==> src/rtl/rgb_lcd_ctrl_pkg.sv <==
`default_nettype none
// ============================================================================
// Package : rgb_pkg
// Purpose : Shared types and default timing constants for the RGB LCD
//           controller (FSM state encoding, default panel timing).
// Ports   : none (package)
// Rev     : 1.0  initial release
// ============================================================================
package rgb_pkg;

  // Controller power / scan state
  typedef enum logic [1:0] {
    ST_OFF    = 2'd0,
    ST_PWR_UP = 2'd1,
    ST_RUN    = 2'd2,
    ST_DRAIN  = 2'd3
  } state_t;

  // Default panel timing (clocks for horizontal, lines for vertical)
  localparam int unsigned DEF_H_ACTIVE   = 64;
  localparam int unsigned DEF_H_FP       = 8;
  localparam int unsigned DEF_H_SYNC     = 4;
  localparam int unsigned DEF_H_BP       = 8;
  localparam int unsigned DEF_V_ACTIVE   = 64;
  localparam int unsigned DEF_V_FP       = 2;
  localparam int unsigned DEF_V_SYNC     = 2;
  localparam int unsigned DEF_V_BP       = 2;
  localparam int unsigned DEF_COLOR_BITS = 8;
  localparam int unsigned DEF_DISP_DELAY = 16;

endpackage : rgb_pkg
`default_nettype wire

==> src/rtl/rgb_lcd_ctrl_sync_counter.sv <==
`default_nettype none
// ============================================================================
// Module  : rgb_sync_counter
// Purpose : Wrapping scan counter (0..TOTAL-1) with sync-window decode.
//           Used once per axis (horizontal and vertical).
// Ports   : clk, reset      - clock, synchronous active-high reset
//           clr             - hold counter at zero (display not scanning)
//           inc             - advance counter by one (wraps after TOTAL-1)
//           cnt             - current count
//           wrap            - count is at its terminal value TOTAL-1
//           in_sync         - count lies in [SYNC_START, SYNC_START+SYNC_LEN)
// Rev     : 1.0  initial release
// ============================================================================
module rgb_sync_counter
  import rgb_pkg::*;
#(
  parameter int unsigned TOTAL      = 84,
  parameter int unsigned SYNC_START = 72,
  parameter int unsigned SYNC_LEN   = 4,
  parameter int unsigned CW         = $clog2(TOTAL)
) (
  input  logic          clk,
  input  logic          reset,
  input  logic          clr,
  input  logic          inc,
  output logic [CW-1:0] cnt,
  output logic          wrap,
  output logic          in_sync
);

  localparam logic [CW-1:0] LAST    = CW'(TOTAL - 1);
  // One extra bit so a window ending exactly at TOTAL cannot alias to zero
  localparam logic [CW:0]   SYNC_LO = (CW+1)'(SYNC_START);
  localparam logic [CW:0]   SYNC_HI = (CW+1)'(SYNC_START + SYNC_LEN);

  logic [CW-1:0] cnt_q;
  logic [CW-1:0] cnt_d;

  assign wrap    = (cnt_q == LAST);
  assign in_sync = ({1'b0, cnt_q} >= SYNC_LO) && ({1'b0, cnt_q} < SYNC_HI);
  assign cnt     = cnt_q;

  always_comb begin
    cnt_d = cnt_q;
    if (clr) begin
      cnt_d = '0;
    end else if (inc) begin
      cnt_d = wrap ? '0 : cnt_q + CW'(1);
    end
  end

  always_ff @(posedge clk) begin
    if (reset) begin
      cnt_q <= '0;
    end else begin
      cnt_q <= cnt_d;
    end
  end

endmodule : rgb_sync_counter
`default_nettype wire

==> src/rtl/rgb_lcd_ctrl.sv <==
`default_nettype none
// ============================================================================
// Module  : rgb_lcd_ctrl
// Purpose : Parallel RGB LCD timing controller with power sequencing,
//           pixel-stream input and underflow detection.
// Ports   : clk, reset            - clock, synchronous active-high reset
//           enable                - start / keep display; low = stop at frame end
//           in_data/valid/ready   - pixel stream {R,G,B}, R in MSBs
//           underflow_clr         - clear sticky underflow flag
//           pix_x, pix_y          - coordinate of the pixel being requested
//           lcd_r/g/b, lcd_hsync, lcd_vsync, lcd_de, lcd_disp - panel pins
//           frame_start           - one-cycle pulse at the first frame pixel
//           underflow             - sticky: pixel requested but not supplied
//           busy                  - controller not in OFF
//           tp_en                 - (only with RGB_TEST_PATTERN_EN) selects the
//                                   internal 8-bar colour pattern
// Config  : `define RGB_TEST_PATTERN_EN to build the test-pattern generator.
// Rev     : 1.0  initial release
// ============================================================================
module rgb_lcd_ctrl
  import rgb_pkg::*;
#(
  parameter int unsigned H_ACTIVE   = DEF_H_ACTIVE,
  parameter int unsigned H_FP       = DEF_H_FP,
  parameter int unsigned H_SYNC     = DEF_H_SYNC,
  parameter int unsigned H_BP       = DEF_H_BP,
  parameter int unsigned V_ACTIVE   = DEF_V_ACTIVE,
  parameter int unsigned V_FP       = DEF_V_FP,
  parameter int unsigned V_SYNC     = DEF_V_SYNC,
  parameter int unsigned V_BP       = DEF_V_BP,
  parameter int unsigned COLOR_BITS = DEF_COLOR_BITS,
  parameter int unsigned DISP_DELAY = DEF_DISP_DELAY
) (
  input  logic                            clk,
  input  logic                            reset,
  input  logic                            enable,
  input  logic [3*COLOR_BITS-1:0]         in_data,
  input  logic                            in_valid,
  output logic                            in_ready,
  input  logic                            underflow_clr,
`ifdef RGB_TEST_PATTERN_EN
  input  logic                            tp_en,
`endif
  output logic [$clog2(H_ACTIVE)-1:0]     pix_x,
  output logic [$clog2(V_ACTIVE)-1:0]     pix_y,
  output logic [COLOR_BITS-1:0]           lcd_r,
  output logic [COLOR_BITS-1:0]           lcd_g,
  output logic [COLOR_BITS-1:0]           lcd_b,
  output logic                            lcd_hsync,
  output logic                            lcd_vsync,
  output logic                            lcd_de,
  output logic                            lcd_disp,
  output logic                            frame_start,
  output logic                            underflow,
  output logic                            busy
);

  localparam int unsigned H_TOTAL = H_ACTIVE + H_FP + H_SYNC + H_BP;
  localparam int unsigned V_TOTAL = V_ACTIVE + V_FP + V_SYNC + V_BP;
  localparam int unsigned HCW     = $clog2(H_TOTAL);
  localparam int unsigned VCW     = $clog2(V_TOTAL);
  localparam int unsigned PXW     = $clog2(H_ACTIVE);
  localparam int unsigned PYW     = $clog2(V_ACTIVE);
  localparam int unsigned DCW     = (DISP_DELAY > 1) ? $clog2(DISP_DELAY) : 1;
  localparam logic [DCW-1:0] DLY_LAST = DCW'(DISP_DELAY - 1);
  localparam int unsigned PW      = 3 * COLOR_BITS;

  state_t         state_q, state_d;
  logic [DCW-1:0] dly_q, dly_d;
  logic           disp_q, de_q, hs_q, vs_q, fs_q, uf_q;
  logic           disp_d, de_d, hs_d, vs_d, fs_d, uf_d;
  logic [PW-1:0]  rgb_q, rgb_d;

  logic [HCW-1:0] h_cnt;
  logic [VCW-1:0] v_cnt;
  logic           h_wrap, v_wrap, h_sync, v_sync;
  logic           counting, active, frame_last, tp_on;

  assign counting   = (state_q == ST_RUN) || (state_q == ST_DRAIN);
  assign frame_last = h_wrap && v_wrap;
  // Extra MSB keeps the compare correct when a porch total is zero
  assign active     = counting
                   && ({1'b0, h_cnt} < (HCW+1)'(H_ACTIVE))
                   && ({1'b0, v_cnt} < (VCW+1)'(V_ACTIVE));

  rgb_sync_counter #(
    .TOTAL      (H_TOTAL),
    .SYNC_START (H_ACTIVE + H_FP),
    .SYNC_LEN   (H_SYNC),
    .CW         (HCW)
  ) u_h_cnt (
    .clk     (clk),
    .reset   (reset),
    .clr     (!counting),
    .inc     (1'b1),
    .cnt     (h_cnt),
    .wrap    (h_wrap),
    .in_sync (h_sync)
  );

  rgb_sync_counter #(
    .TOTAL      (V_TOTAL),
    .SYNC_START (V_ACTIVE + V_FP),
    .SYNC_LEN   (V_SYNC),
    .CW         (VCW)
  ) u_v_cnt (
    .clk     (clk),
    .reset   (reset),
    .clr     (!counting),
    .inc     (h_wrap),
    .cnt     (v_cnt),
    .wrap    (v_wrap),
    .in_sync (v_sync)
  );

`ifdef RGB_TEST_PATTERN_EN
  logic [2:0]    tp_bar;
  logic [PW-1:0] tp_pix;
  assign tp_on  = tp_en;
  assign tp_bar = 3'((32'(pix_x) * 32'd8) / H_ACTIVE);
  assign tp_pix = {{COLOR_BITS{tp_bar[2]}}, {COLOR_BITS{tp_bar[1]}},
                   {COLOR_BITS{tp_bar[0]}}};
`else
  assign tp_on  = 1'b0;
`endif

  // The stream is not consulted while the internal pattern drives the panel
  assign in_ready = active && !tp_on;
  assign pix_x    = active ? h_cnt[PXW-1:0] : '0;
  assign pix_y    = active ? v_cnt[PYW-1:0] : '0;
  assign busy     = (state_q != ST_OFF);

  always_comb begin
    state_d = state_q;
    dly_d   = dly_q;
    case (state_q)
      ST_OFF: begin
        dly_d = '0;
        if (enable) state_d = ST_PWR_UP;
      end
      ST_PWR_UP: begin
        if (dly_q == DLY_LAST) begin
          state_d = ST_RUN;
          dly_d   = '0;
        end else begin
          dly_d = dly_q + DCW'(1);
        end
      end
      // A shutdown request on the very last cycle of a frame completes that
      // frame immediately instead of draining a whole further frame.
      ST_RUN: begin
        if (!enable) state_d = frame_last ? ST_OFF : ST_DRAIN;
      end
      ST_DRAIN: begin
        if (enable)          state_d = ST_RUN;
        else if (frame_last) state_d = ST_OFF;
      end
      default: state_d = ST_OFF;
    endcase

    disp_d = (state_d != ST_OFF);
    de_d   = active;
    hs_d   = !(counting && h_sync);
    vs_d   = !(counting && v_sync);
    fs_d   = counting && (h_cnt == '0) && (v_cnt == '0);
    rgb_d  = '0;
    if (in_ready && in_valid) rgb_d = in_data;
`ifdef RGB_TEST_PATTERN_EN
    if (active && tp_on) rgb_d = tp_pix;
`endif
    // Set has priority over clear
    uf_d = (in_ready && !in_valid) || (uf_q && !underflow_clr);
  end

  always_ff @(posedge clk) begin
    if (reset) begin
      state_q <= ST_OFF;
      dly_q   <= '0;
      disp_q  <= 1'b0;
      de_q    <= 1'b0;
      hs_q    <= 1'b1;
      vs_q    <= 1'b1;
      fs_q    <= 1'b0;
      uf_q    <= 1'b0;
      rgb_q   <= '0;
    end else begin
      state_q <= state_d;
      dly_q   <= dly_d;
      disp_q  <= disp_d;
      de_q    <= de_d;
      hs_q    <= hs_d;
      vs_q    <= vs_d;
      fs_q    <= fs_d;
      uf_q    <= uf_d;
      rgb_q   <= rgb_d;
    end
  end

  assign lcd_disp    = disp_q;
  assign lcd_de      = de_q;
  assign lcd_hsync   = hs_q;
  assign lcd_vsync   = vs_q;
  assign frame_start = fs_q;
  assign underflow   = uf_q;
  assign lcd_r       = rgb_q[3*COLOR_BITS-1:2*COLOR_BITS];
  assign lcd_g       = rgb_q[2*COLOR_BITS-1:COLOR_BITS];
  assign lcd_b       = rgb_q[COLOR_BITS-1:0];

endmodule : rgb_lcd_ctrl
`default_nettype wire

==> config.mk <==
export PLATFORM = sky130hd
export DESIGN_NAME = rgb_lcd_ctrl
export DESIGN_NICKNAME = d
export VERILOG_FILES = /design/src/rtl/rgb_lcd_ctrl_pkg.sv /design/src/rtl/rgb_lcd_ctrl_sync_counter.sv /design/src/rtl/rgb_lcd_ctrl.sv
export SDC_FILE = /design/constraint.sdc
export NUM_CORES = 1
export LEC_CHECK = 0
export CORE_MARGIN = 2
export CORE_UTILIZATION = 46
export CTS_CLUSTER_SIZE = 20
export DETAILED_ROUTE_END_ITERATION = 10
export PLACE_DENSITY = 0.8
export SYNTH_ARGS = -nofsm -noshare
export SYNTH_HDL_FRONTEND = slang
export SYNTH_SLANG_ARGS = --single-unit
export TNS_END_PERCENT = 10
==> constraint.sdc <==
create_clock -name clk -period 5.7 [get_ports clk]
set_clock_uncertainty 0.1 [all_clocks]
set_input_delay 1.14 -clock clk [delete_from_list [all_inputs] [get_ports clk]]
set_output_delay 1.14 -clock clk [all_outputs]
set_load 0.02 [all_outputs]
# Word level (Yosys, flattened, before mapping)
# Cells that the tools add are included.
dict set report classes {
  n_addsub 3
  multipliers 0
  div 0
  magnitude_cmp 6
  n_eq_ne 6
  n_shift 0
  n_mux 12
  n_bitwise 2
  n_reduce_logical 27
}
# op n
set ops {}
lappend ops {{< comparator 7 bit (second input constant)} 4}
lappend ops {{adder 7 x 1 -> 7 bit (second input constant)} 2}
lappend ops {{== test 7 bit (second input constant)} 2}
lappend ops {{>= comparator 7 bit (second input constant)} 2}
lappend ops {{logical NOT 7 bit} 2}
lappend ops {{logical AND 1 bit} 12}
lappend ops {{2-to-1 mux 2 bit} 6}
lappend ops {{2-to-1 mux 6 bit} 2}
lappend ops {{case mux 2 bit (4 select lines)} 1}
lappend ops {{case mux 4 bit (2 select lines)} 1}
lappend ops {{2-to-1 mux 7 bit} 1}
lappend ops {{nonzero test 2 bit} 3}
lappend ops {{adder 4 x 1 -> 4 bit (second input constant)} 1}
lappend ops {{== test 2 bit (second input constant)} 2}
lappend ops {{== test 4 bit (second input constant)} 1}
lappend ops {{logical NOT 1 bit} 4}
lappend ops {{2-to-1 mux 4 bit} 1}
lappend ops {{OR reduction 2 bit} 2}
lappend ops {{OR reduction 3 bit} 1}
lappend ops {{== test 2 x 1 -> 1 bit (second input constant)} 1}
lappend ops {{logical NOT 2 bit} 1}
lappend ops {{logical OR 1 bit} 2}
lappend ops {{inverter 1 bit} 2}
dict set report word_totals {
  ff_bits 50
  latchBits 0
  ramBits 0
  mem_bits_ro 0
  inputBits 29
  out_inout_bits 44
  wordCells 67
  memories 0
}

# Logic depth before layout (Yosys ltp)
# Gate-level depths: netlist (run 1).
dict set report depth {
  ltp_word 7
  mapped_depth 7
  ltp_nobuf 5
}

# Hierarchy
# From an unflattened synthesis (run 1), not the netlist that was laid out.
dict set report hier_totals {
  cells_unflattened 223
  hier_area_um2 2087.0
}
# mod n_inst cells_per_inst area_each_um2
set by_module_without_submodules {}
lappend by_module_without_submodules {rgb_lcd_ctrl 1 124 1258.7}
lappend by_module_without_submodules {{rgb_sync_counter at u_v_cnt} 1 51 422.9}
lappend by_module_without_submodules {{rgb_sync_counter at u_h_cnt} 1 48 405.4}

# Worst setup path before layout (run 1)
# No wires, ideal clock.
dict set report synth_timing {
  path_kind {reg2out}
  start {register u_v_cnt.cnt_q[6], in the netlist u_v_cnt.cnt[6]}
  end {output port pix_x[1]}
  arrival_ps 1332
  setup_slack_ps 3128
  path_stages_with_launch 4
  path_buffers 1
  path_cell_list {dfxtp_1 -> nor3b_1 -> clkbuf_1 -> and2_1}
}
dict set report synth_via {
  elab_chain_len 3
}
# element line
set synth_lines {}
lappend synth_lines {{from (decl)} rgb_lcd_ctrl_sync_counter.sv:36} ;# logic [CW-1:0] cnt_q;
lappend synth_lines {{from (signal assigned)} rgb_lcd_ctrl_sync_counter.sv:56} ;# cnt_q <= cnt_d;
lappend synth_lines {{< comparator 7 bit} rgb_lcd_ctrl.sv:84} ;# && ({1'b0, v_cnt} < (VCW+1)'(V_ACTIVE));
lappend synth_lines {{logical AND 1 bit} rgb_lcd_ctrl.sv:84}
lappend synth_lines {{via in_ready} rgb_lcd_ctrl.sv:39} ;# output logic in_ready,
lappend synth_lines {{2-to-1 mux 6 bit} rgb_lcd_ctrl.sv:129} ;# assign pix_x = active ? h_cnt[PXW-1:0] : '0;
lappend synth_lines {{to (decl)} rgb_lcd_ctrl.sv:44} ;# output logic [$clog2(H_ACTIVE)-1:0] pix_x,
# The timed path passes the listed nets, and every way through them passes these cells.

# Worst setup path in the final report (run 1)
dict set report layout_timing {
  start {register state_q[1]}
  end {output port pix_y[3]}
}
dict set report layout_via {
  elab_chain_len 5
  elab_cells_between_ends 6
  classes_between {2 x eq/ne; 1 x mux; 3 x reduce/logical}
}
# element line
set layout_lines {}
lappend layout_lines {{from (decl)} rgb_lcd_ctrl.sv:68} ;# state_t state_q, state_d;
lappend layout_lines {{from (signal assigned)} rgb_lcd_ctrl.sv:187} ;# state_q <= state_d;
lappend layout_lines {{== test 2 bit} rgb_lcd_ctrl.sv:79} ;# assign counting = (state_q == ST_RUN) || (state_q == ST_DRAIN);
lappend layout_lines {{logical OR 1 bit (*)} rgb_lcd_ctrl.sv:79}
lappend layout_lines {{logical AND 1 bit (*)} rgb_lcd_ctrl.sv:83} ;# && ({1'b0, h_cnt} < (HCW+1)'(H_ACTIVE))
lappend layout_lines {{logical AND 1 bit (*)} rgb_lcd_ctrl.sv:84}
lappend layout_lines {{2-to-1 mux 6 bit (*)} rgb_lcd_ctrl.sv:130} ;# assign pix_y = active ? v_cnt[PYW-1:0] : '0;
lappend layout_lines {{to (decl)} rgb_lcd_ctrl.sv:45} ;# output logic [$clog2(V_ACTIVE)-1:0] pix_y,
# Every way passes the cells marked *; elsewhere a longest branch is shown, timed or not.

==> impl_metrics.toml, run 1 <==
[floorplan]
fp.dieW_um = 68.2
io_pins = 73
rows = 23
start_util_pct = 47.8
die_area_um2 = 4660
core_um2 = 3970
die_y_um = 68.2

[worst_setup_path]
crit_slowest_cell = "nor3b_1"
reg2reg_setup_slack_ns = 3.48
critPathMaxFanout = 14
crit_path_start = "state_q[1]"
rr_worst_depth = 3
required_ns = 4.46
crit_type = "register to output pin"
arrival_ns = 2.65
cp_cell_sequence = "nor3b_1 > and2_1 > clkdlybuf4s50_1"
slowest_delay_ns = 0.98
timing.rr.start = "state_q[1]"
endpoint = "pix_y[3]"
r2r-end = "rgb_q[18]"
end_kind = "output pin"
start_kind = "register"

[cts]
cts_root_buffer = "clkbuf_8"
tritoncts = "done"
cts_htree_levels = 2
cts_inserted_buffers = 5
insertion_delay_ns = 0.30
ctsResizeCount = 0
clkSinkCount = 50
clk_pin_slew_ns = 0.09
cts_setup_buffers = 0
cts_buffer_depth = 2
cts_hold_buf = 0

[pwr]
p_per_area_nw_per_um2 = 227
leakagePower_nw = 1.10
finalPower_mw = 0.626
ir_worst_vdd_uv = 125

[placement]
dp_slack_ns = 2.07
dp_cells = 313
portBuffers = 72
place_congestion = 0.777
hpwl_mm = 3.12

[drt]
drt-vias-per-instance = 5.26
routed_wirelength_mm = 4.48
drt_iter0_markers = 82
drtPass1Iterations = 4
wl_per_cell_um = 13.9
antenna_left = 0
drc = 0
vias = 1690

[synth]
synth_area_leaders = "dfxtp_1 (53%), and3_1 (9.6%), and2_1 (4.0%), ha_1 (4.0%), a21oi_1 (3.2%)"
synth_top_area_share_pct = 52.7
syn-cell-area_um2 = 1900
ys_warn_count = 0
synth_cell_types = 32
syn_inst = 201
synth_nets = 236
avgSynthCellArea_um2 = 9.44
synth_top_area_cell = "dfxtp_1"
ys_ff_latch = 50
yosysSeqAreaShare_pct = 52.7

[cells_and_area]
multi_input_area_um2 = 843
final_nets = 305
layout_commonest_cell = "clkdlybuf4s50_1"
drive_gt1_share_pct = 3.32
area_growth_syn_to_layout_pct = 45.2
mostFrequentLayoutCells = "clkdlybuf4s50_1 (72), dfxtp_1 (50), and3_1 (29)"
fillCellCount = 350
diodes = 0
regArea_um2 = 1000
fin_util_pct = 69.4
final_cells = 321

[sta]
final_max_slew_viol_count = 0
setup_viol = 0
hold_viol_final = 0
worst_slack_ns = 1.81
tightest_slew_ns = 1.21
relSlewSlack_pct = 18.8
max_clock_freq_ghz = 0.257
period_needed_ns = 3.89
timing.final.crit_share_pct = 68.3
final.setup.tns_ns = 0
rsz0062_at_grt = "no"

[run]
cap_violations = 0

[worst_hold_path]
hold_path.class = "register to register"

[global_route]
antenna_found_initial = 0
grt.overflow.total = 0
grt_first_pass_wirelength_mm = 6.66
grt_start_max_net_pins = 27
grt_pass1_vias = 1492
grt_usage_pct = 19.1

[outcome]
outcome = "completed"
==> layer usage <==
layer	share of wire, %	vias to the layer above	GRT usage, %
li1	-	835	-
met1	41	781	23.4
met2	48	63	30.1
met3	7.7	11	3.95
met4	2.9	0	12.8
met5	0	-	0
==> flip-flops by register name, indices dropped and copies added (netlist names) <==
register,flops
state_q,2
lcd_disp,1
u_v_cnt.cnt,7
u_h_cnt.cnt,7
dly_q,4
lcd_vsync,1
rgb_q,24
frame_start,1
underflow,1
lcd_hsync,1
lcd_de,1
==> logic make-up after synthesis <==
group | Yosys count | share of synthesized area (%)
AND/OR/NAND/NOR | 102 | 30.7
flip-flops | 50 | 52.7
AO/OA/AOI/OAI | 23 | 7.25
buffers and inverters | 15 | 3.10
adder cells (fa/ha/maj) | 6 | 3.96
XOR/XNOR | 5 | 2.31
==> worst min-delay path by stage <==
| stage | endpoint | slack, ns | startpoint | depth (start not counted) |
|---|---|---|---|---|
| after global placement | lcd_vsync | 0.36 | u_v_cnt.cnt[6] | 1 |
| final | underflow | 0.38 | underflow | 2 |
| after detailed placement | lcd_vsync | 0.36 | u_v_cnt.cnt[6] | 1 |
| after floorplan | lcd_vsync | 0.32 | u_v_cnt.cnt[6] | 1 |
| after global routing | underflow | 0.42 | underflow | 2 |
| after CTS | lcd_vsync | 0.39 | u_v_cnt.cnt[6] | 1 |
==> where the power goes <==
part | switching (mW) | total [mW] | leakage, nW | internal (mW)
Sequential | 0.00153 | 0.352 | 0.403 | 0.351
Clock | 0.114 | 0.244 | 0.0514 | 0.131
Combinational | 0.00872 | 0.0300 | 0.647 | 0.0213
Total | 0.124 | 0.626 | 1.10 | 0.503
==> cell usage after synthesis <==
cell / n
dfxtp_1: 50
and3_1: 29
a21oi_1: 12
and2_1: 12
nor2_1: 12
nand3_1: 11
clkbuf_1: 8
nand2_1: 7
nor3_1: 7
ha_1: 6
inv_1: 5
nand2b_1: 5
nor2b_1: 4
o21ai_0: 4
nand4_1: 3
or3_1: 3
xnor2_1: 3
a311oi_1: 2
buf_2: 2
nand3b_1: 2
nor3b_1: 2
xor2_1: 2
a211o_1: 1
a22oi_1: 1
a41oi_1: 1
and3b_1: 1
nand4b_1: 1
nor4_1: 1
o22ai_1: 1
o32ai_1: 1
or2_2: 1
or4b_1: 1
==> area by class of cell <==
cell class              count  area share, %
flip-flops and latches     50           36.3
multi-input cells         136           30.6
repair buffers             72           26.1
clock buffers               6           2.63
well taps                  50           2.27
clock inverters             2           1.36
inverters                   5          0.681
==> metrics by stage <==
step | area [µm²] | hold slack [ns]
after floorplan | 1900 | 0.322
after global placement | 2650 | 0.359
after detailed placement | 2650 | 0.363
after CTS | 2760 | 0.391
after global routing | 2760 | 0.422
final | 2760 | 0.383
==> critical path, delay by kind of cell, from the launching register on <==
family / cells / cell delay (ns)
simple gates: 2 / 1.23
buf+inv: 1 / 0.60
flops: 1 / 0.52
No activity file was read; power rests on OpenSTA's default activity.
==> run 2: changes to the inputs <==
Settings changed: CORE_UTILIZATION 46 to 43, PLACE_DENSITY 0.8 to 0.76.
Clock period 5.7 ns to 3.7 ns, I/O delays scaled along.
==> run 2 against run 1 <==
Net effect:
- critical path depth increased by 1
- critical endpoint is now pix_x[5]
- sequential share of layout area decreased by 0.28 points
- clock power increased by 56%
- wire length decreased by 2.7%
- die area increased by 6.6%
- largest power group unchanged
- largest cell class unchanged
==> impl_metrics.toml, run 2 (synthesis results as in run 1) <==
[worst_setup_path]
crit_type = "register to output pin"
start_kind = "register"
end_kind = "output pin"
critPathMaxFanout = 14
arrival_ns = 2.03
required_ns = 2.86

[sta]
worst_slack_ns = 0.834
hold_viol_final = 0
timing.final.crit_share_pct = 77.5
period_needed_ns = 2.87
max_clock_freq_ghz = 0.349
relSlewSlack_pct = 47.5
tightest_slew_ns = 0.782
rsz0062_at_grt = "no"
setup_viol = 0
hold_ws_ns = 0.374
final.setup.tns_ns = 0
final_max_slew_viol_count = 0

[cts]
cts_htree_levels = 2
insertion_delay_ns = 0.30
cts_hold_buf = 0
ctsResizeCount = 0
cts_setup_buffers = 0
clkSinkCount = 50
tritoncts = "done"
cts_buffer_depth = 2
cts_root_buffer = "clkbuf_8"
cts_inserted_buffers = 5
clk_pin_slew_ns = 0.09

[drt]
drt-vias-per-instance = 5.21
drtPass1Iterations = 4
wl_per_cell_um = 13.4
antenna_left = 0
drc = 0
routed_wirelength_mm = 4.36
vias = 1694
drt_iter0_markers = 64

[cells_and_area]
drive_gt1_share_pct = 4.40
mostFrequentLayoutCells = "clkdlybuf4s50_1 (72), dfxtp_1 (50), and3_1 (29)"
final_nets = 307
largest_register_ffs = 24
fin_area_um2 = 2780
layout_commonest_cell = "clkdlybuf4s50_1"
top_register = "rgb_q"
diodes = 0
final_cells = 325
area_growth_syn_to_layout_pct = 46.3
fin_util_pct = 64.7

[placement]
dp_cells = 317
hpwl_mm = 3.05
place_congestion = 0.825
portBuffers = 72
dp_slack_ns = 1.18
dpl-instance-area_um2 = 2660

[global_route]
grt_usage_pct = 17.6
antenna_found_initial = 0
grt_first_pass_wirelength_mm = 6.96
grt_start_max_net_pins = 27
grt_pass1_vias = 1463
grt.overflow.total = 0

[floorplan]
die_y_um = 70.4
io_pins = 73
die_area_um2 = 4960
core_um2 = 4290
rows = 24
start_util_pct = 44.2
fp.dieW_um = 70.4

[pwr]
swShare_pct = 20.2
p_switching_mw = 0.196
p_seq_share_pct = 55.9
p_int_mw = 0.774
pwr-share-clk_pct = 39.3
leakagePower_nw = 1.11
finalPower_mw = 0.970
ir_worst_vdd_uv = 144
p_per_area_nw_per_um2 = 349
power_frac_comb_pct = 4.8

[worst_hold_path]
hold_path.class = "register to register"

[outcome]
outcome = "completed"

[run]
cap_violations = 0
-- run 2: changes by cell type in the layout (fill, tap and decap cells not counted) --
cell / previous run / this run
buf_4: 0 / 2
clkinvlp_4: 1 / 2
clkbuf_1: 1 / 0
-- run 2: power groups by stage --
stage / Sequential (mW) / Combinational [mW] / Clock [mW]
floorplan: 0.556 / 0.0115 / 0
global placement: 0.555 / 0.0460 / 0
detailed placement: 0.555 / 0.0461 / 0
CTS: 0.542 / 0.0466 / 0.387
finish: 0.542 / 0.0463 / 0.381
global route: 0.543 / 0.0501 / 0.410
-- run 2: final cells by class --
type                    instances  area (µm²)
fillers                       373        1520
clock buffers                   5        68.8
multi-input cells             136         843
inverters                       5        18.8
well taps                      52        65.1
clock inverters                 3        45.0
flip-flops and latches         50        1000
repair buffers                 74         736
-- run 2: path summary, 6_finish.rpt --
check	startpoint	slack [ns]	cells past startpoint	end
setup / recovery	state_q[1]	0.83	4	pix_x[5]
hold / removal	underflow	0.37	2	underflow
setup reg to reg	u_h_cnt.cnt[0]	1.62	5	u_v_cnt.cnt[3]
hold reg to reg	underflow	0.37	2	underflow
-- run 2: layer usage --
layer | global-route usage (%) | share of wire (%) | wire length [µm]
met1 | 22.9 | 47 | 2050
met3 | 6.78 | 8.0 | 349
met5 | 0 | 0 | 0
met4 | 4.49 | 0.39 | 17
met2 | 27.3 | 44 | 1940
-- run 2: worst max-delay path: stages (launching register included) --
cell             delay [ns]
dfxtp_1                0.53
nor3b_1                0.23
buf_4                  0.21
and2_1                 0.16
clkdlybuf4s50_1        0.60
